--- src/rtl/mux_lanes_param.sv ---
// Folds NUM_IN input lanes onto NUM_OUT output lanes, R = NUM_IN/NUM_OUT slots per group,
// with a double-buffered ready/valid input. Optional MUX_ERRCNT_EN adds a saturating err_count.
//
// state    | meaning
// ---------+-----------------------------------------------------
// S_IDLE   | shift buffer empty, outputs idle
// S_ACTIVE | shift buffer holds a group, slot cnt is on the output
module mux_lanes_param #(
  parameter int               WIDTH    = 8,
  parameter int               NUM_IN   = 4,
  parameter int               NUM_OUT  = 2,
  parameter logic [WIDTH-1:0] IDLE_SYM = 8'hBC
) (
  input  logic                       clk_4f,
  input  logic                       reset,
  input  logic [NUM_IN*WIDTH-1:0]    in_data,
  input  logic [NUM_IN-1:0]          in_lvalid,
  input  logic                       in_valid,
  output logic                       in_ready,
  output logic [NUM_OUT*WIDTH-1:0]   out_data,
  output logic [NUM_OUT-1:0]         out_valid,
  output logic                       idle_out
`ifdef MUX_ERRCNT_EN
  , output logic [15:0]              err_count
`endif
);

  localparam int R  = NUM_IN / NUM_OUT;
  localparam int CW = (R > 1) ? $clog2(R) : 1;
  localparam logic [CW-1:0] LAST = CW'(R - 1);

  typedef enum logic {S_IDLE, S_ACTIVE} state_t;

  state_t                    state;
  logic [NUM_IN*WIDTH-1:0]   cap_data, shf_data, sel_data;
  logic [NUM_IN-1:0]         cap_lv, shf_lv, sel_lv;
  logic                      cap_full, shf_full, armed;
  logic [CW-1:0]             cnt, sel_slot;
  logic                      xfer, accept, sel_en, last_slot;
  logic                      cap_full_nxt, shf_full_nxt;
  logic [NUM_OUT*WIDTH-1:0]  nxt_data;
  logic [NUM_OUT-1:0]        nxt_valid;

  assign shf_full     = (state == S_ACTIVE);
  assign last_slot    = (cnt == LAST);
  assign xfer         = cap_full & (!shf_full | last_slot);
  // armed holds in_ready low until the first edge after reset release
  assign in_ready     = armed & (!cap_full | xfer);
  assign accept       = in_valid & in_ready;
  assign cap_full_nxt = accept | (cap_full & !xfer);
  assign shf_full_nxt = xfer | (shf_full & !last_slot);

  // Next slot to present: slot 0 of the group moving in, or the next slot of shf
  assign sel_en   = xfer | (shf_full & !last_slot);
  assign sel_data = xfer ? cap_data : shf_data;
  assign sel_lv   = xfer ? cap_lv : shf_lv;
  assign sel_slot = xfer ? '0 : cnt + CW'(1);

  always_comb begin
    nxt_data  = {NUM_OUT{IDLE_SYM}};
    nxt_valid = '0;
    for (int j = 0; j < NUM_OUT; j++) begin
      for (int s = 0; s < R; s++) begin
        if (sel_en && (sel_slot == CW'(s)) && sel_lv[j*R+s]) begin
          nxt_valid[j]                 = 1'b1;
          nxt_data[j*WIDTH +: WIDTH]   = sel_data[(j*R+s)*WIDTH +: WIDTH];
        end
      end
    end
  end

  always_ff @(posedge clk_4f or negedge reset) begin
    if (!reset) begin
      state     <= S_IDLE;
      cap_data  <= '0;
      cap_lv    <= '0;
      cap_full  <= 1'b0;
      shf_data  <= '0;
      shf_lv    <= '0;
      cnt       <= '0;
      armed     <= 1'b0;
      out_data  <= {NUM_OUT{IDLE_SYM}};
      out_valid <= '0;
      idle_out  <= 1'b1;
    end else begin
      armed <= 1'b1;
      if (accept) begin
        cap_data <= in_data;
        cap_lv   <= in_lvalid;
      end
      cap_full <= cap_full_nxt;

      case (state)
        S_IDLE: begin
          if (xfer) begin
            shf_data <= cap_data;
            shf_lv   <= cap_lv;
            cnt      <= '0;
            state    <= S_ACTIVE;
          end
        end
        S_ACTIVE: begin
          if (xfer) begin
            shf_data <= cap_data;
            shf_lv   <= cap_lv;
            cnt      <= '0;
          end else if (last_slot) begin
            cnt   <= '0;
            state <= S_IDLE;
          end else begin
            cnt <= cnt + CW'(1);
          end
        end
        default: state <= S_IDLE;
      endcase

      out_data  <= nxt_data;
      out_valid <= nxt_valid;
      idle_out  <= !cap_full_nxt & !shf_full_nxt;
    end
  end

`ifdef MUX_ERRCNT_EN
  always_ff @(posedge clk_4f or negedge reset) begin
    if (!reset) begin
      err_count <= '0;
    end else if (in_valid && !in_ready && (err_count != 16'hFFFF)) begin
      err_count <= err_count + 16'd1;
    end
  end
`endif

endmodule
--- config.mk ---
export PLATFORM = sky130hd
export DESIGN_NAME = mux_lanes_param
export DESIGN_NICKNAME = d
export VERILOG_FILES = /design/src/rtl/mux_lanes_param.sv
export SDC_FILE = /design/constraint.sdc
export NUM_CORES = 1
export LEC_CHECK = 0
export CAP_MARGIN = 10
export CORE_ASPECT_RATIO = 0.6
export CORE_UTILIZATION = 52
export CTS_BUF_LIST = sky130_fd_sc_hd__clkbuf_2 sky130_fd_sc_hd__clkbuf_4 sky130_fd_sc_hd__clkbuf_8
export DETAILED_ROUTE_END_ITERATION = 8
export GPL_TIMING_DRIVEN = 0
export PLACE_DENSITY = 0.78
export SLEW_MARGIN = 20
export SYNTH_ARGS = -nofsm -noshare
export SYNTH_HDL_FRONTEND = slang
export SYNTH_SLANG_ARGS = --single-unit
--- constraint.sdc ---
create_clock -name clk_4f -period 2 [get_ports clk_4f]
set_input_delay 0.4 -clock clk_4f [delete_from_list [all_inputs] [get_ports clk_4f]]
set_output_delay 0.4 -clock clk_4f [all_outputs]
set_load 0.005 [all_outputs]
==> flow_summary.yaml <==
critical_path:
  crit_path_end_kind: "primary output"
  criticalPathCategory: "reg2out"
  worstPathArrival_ps: 1460
  required_ps: 1600
  crit_fanout: 3
  worst_setup_path_start_kind: "flop"
  critical_path.startpoint: "cnt"
  r2r-start: "shf_full"
die:
  start_util_pct: 55.98
  die-height_um: 60.13
  core_um2: 5230
  die_w_um: 98.87
  rows: 20
  ios: 59
  die_area_um2: 5945
sta:
  fin_ws_ps: 136.6
  fin_worst_skew_ps: 7.835
  rsz0062_at_grt: "no"
  period_share_pct: 93.17
  setup-violations-final: 0
  slew_violations: 0
  period_needed_ps: 1863
  setup_tns_ps: 0
  fmax_mhz: 536.7
  hold_violations: 0
logic_synthesis:
  synth_compound_area_share_pct: 5.940
  synth_cell_types: 22
  synth_xor_area_share_pct: 0
  synth_top_family_by_area: "multiplexers"
  synthMuxAreaShare_pct: 20.77
  synthesis.area_um2: 2928
  synthAdderAreaFrac_pct: 0
  yosysWarnings: 0
  ys_ff_latch: 77
  yosysSeqAreaShare_pct: 66.28
  synth_cells: 176
  syn-num-nets: 215
  avgSynthCellArea_um2: 16.64
  synthSimpleGateAreaFrac_pct: 3.376
run_status:
  outcome: "finished, final reports clean"
routing:
  top_layer_used: "met4"
  drt_wl_total_mm: 5.190
  drc: 0
  route.met3.wl_um: 210
  wl_met2_mm: 2.314
  final_antenna_net_count: 0
  avgViaCountPerCell: 5.263
  drt_iter0_drc: 40
  wl_per_cell_um: 16.22
  firstDrtPassIters: 4
  wl_met1_mm: 2.614
  via_count: 1684
worst_hold_path:
  hold_path.startpoint: "armed"
  hold_class: "reg2reg"
layout:
  fin_nets: 288
  area_delta_synth_final_pct: 32.14
  antenna_cells: 0
  fin_area_um2: 3869
  drive_gt1_share_pct: 37.40
  final_cells: 320
clock_tree:
  cts-root-buf: "clkbuf_8"
  cts-htree-levels: 3
  clk_pin_slew_ps: 70
  tritoncts: "yes"
  clockBufferDepth: 2
  cts_made_buffers: 9
  cts.sinks: 77
  insertion_delay_ps: 340
power_and_ir_drop:
  p_int_mw: 3.979
  p_per_area_nw_per_um2: 1378
  p_comb_share_pct: 29.0
  fin_total_pwr_mw: 5.330
  seq_power_share_pct: 46.8
  pwr-share-clk_pct: 24.2
  switchingPower_mw: 1.351
  ir_drop_v: 0.0007355
  leakagePower_nw: 1.639
  p_sw_share_pct: 25.35
global_route:
  grtUsageTotal_pct: 19.96
  grt_max_degree: 54
  grt_antenna_before_repair: 0
  overflow: 0
  first_global_vias: 1788
  grt_pass1_wl_mm: 8.618
place:
  post-dp-hpwl_mm: 3.580
  port_buffers: 58
  dpl.cell_count: 301
  dp_slack_ps: -53.94
  dpl_cell_area_um2: 3616
  gp_congestion: 0.7078
run:
  max_cap_viol_count: 0
==> logic make-up (layout without fill, tap and decap cells) <==
group,Yosys count,after routing
buffers and inverters,8,86
multiplexers,54,54
AND/OR/NAND/NOR,17,17
AO/OA/AOI/OAI,19,19
flip-flops,77,77
other,1,1
==> cells in the mapped netlist <==
| library cell | n | area (um2) |
|---|---|---|
| dfrtp_1 | 66 | 1652 |
| mux2_2 | 51 | 574.3 |
| dfstp_2 | 11 | 289.0 |
| o22a_1 | 10 | 87.58 |
| nand2_1 | 7 | 26.28 |
| a32o_1 | 6 | 60.06 |
| buf_8 | 3 | 45.04 |
| clkbuf_8 | 3 | 41.29 |
| mux2_1 | 3 | 33.78 |
| and3_2 | 2 | 15.01 |
| nand3_1 | 2 | 10.01 |
| or2b_1 | 2 | 15.01 |
| a21oi_1 | 1 | 5.000 |
| a21oi_4 | 1 | 16.27 |
| and2_1 | 1 | 6.260 |
| buf_2 | 1 | 5.000 |
| buf_6 | 1 | 11.26 |
| conb_1 | 1 | 3.750 |
| nand2_2 | 1 | 6.260 |
| nand2b_1 | 1 | 6.260 |
| nor2b_4 | 1 | 13.76 |
| o21ai_0 | 1 | 5.000 |
==> power groups by stage <==
stage	clock network (mW)	logic [mW]	registers [mW]
2_1_floorplan	0	0.903	2.46
3_3_place_gp	0	1.47	2.50
3_5_place_dp	0	1.51	2.52
4_1_cts	1.32	1.57	2.49
5_1_grt	1.38	1.68	2.56
6_report	1.29	1.55	2.49
==> routing by layer <==
layer / track usage (%) / up-vias
li1: - / 780
met1: 26.95 / 859
met2: 31.27 / 39
met3: 5.731 / 6
met4: 7.676 / 0
met5: 0 / -
==> final timing paths <==
path | end | slack [ps] | cells after the start
worst max-delay path | in_ready | 140 | 5
worst min register to register | idle_out | 430 | 1
min in group asynchronous | cap_data[9] | 500 | 2
max in group asynchronous | out_data[15] | 900 | 3
worst min-delay path | idle_out | 430 | 1
worst max register to register | cap_data[25] | 170 | 6
==> worst max-delay path: stages (launching register included) <==
cell           delay (ps)
dfrtp_1               420
nor2b_4               120
buf_6                 100
nand2_1                60
and2_1                170
dlygate4sd2_1         260
==> layout by cell type, fill, tap and decap left out, types with 2 or more instances in the layout <==
cell type / synthesis / routed
nand3_1: 2 / 2
a32o_1: 6 / 6
clkdlybuf4s50_1: 0 / 56
mux2_2: 51 / 51
mux2_1: 3 / 3
nand2_1: 7 / 7
and3_2: 2 / 2
buf_4: 0 / 3
buf_8: 3 / 3
bufinv_16: 0 / 2
dfrtp_1: 66 / 66
o22a_1: 10 / 10
clkbuf_8: 3 / 14
clkinv_2: 0 / 2
dfstp_2: 11 / 11
or2b_1: 2 / 2
==> metrics by stage <==
step	util [%]	hold WS, ps
final	73.97	427.8
after global routing	73.97	471.7
after detailed placement	69.14	322.5
after CTS	73.97	433.8
after global placement	68.66	411.9
after floorplan	-	104.4
==> what timing repair did <==
| action | 4_1_cts | 5_1_grt |
|---|---|---|
| resized for setup | 1 | 0 |
| hold endpoints to repair | 22 | 0 |
| buffers inserted | 2 | 0 |
| setup endpoints to repair | 1 | 0 |
| hold buffers | 1 | 0 |
==> state kept, by name, summed over array words and instances, names as in the netlist, 2 cells and up <==
signal / count
out_data: 16
cap_lv: 4
out_valid: 2
cap_data: 32
shf_data: 16
shf_lv: 2
==> area by class of cell <==
cell class	count	area, um2
Buffer	8	102.6
Clock buffer	12	158.9
Clock inverter	4	70.07
Fill cell	345	1361
Multi-Input combinational cell	91	884.6
Sequential cell	77	1941
Tap cell	66	82.58
Timing Repair Buffer	62	629.4
No activity file was read; power rests on OpenSTA's default activity.
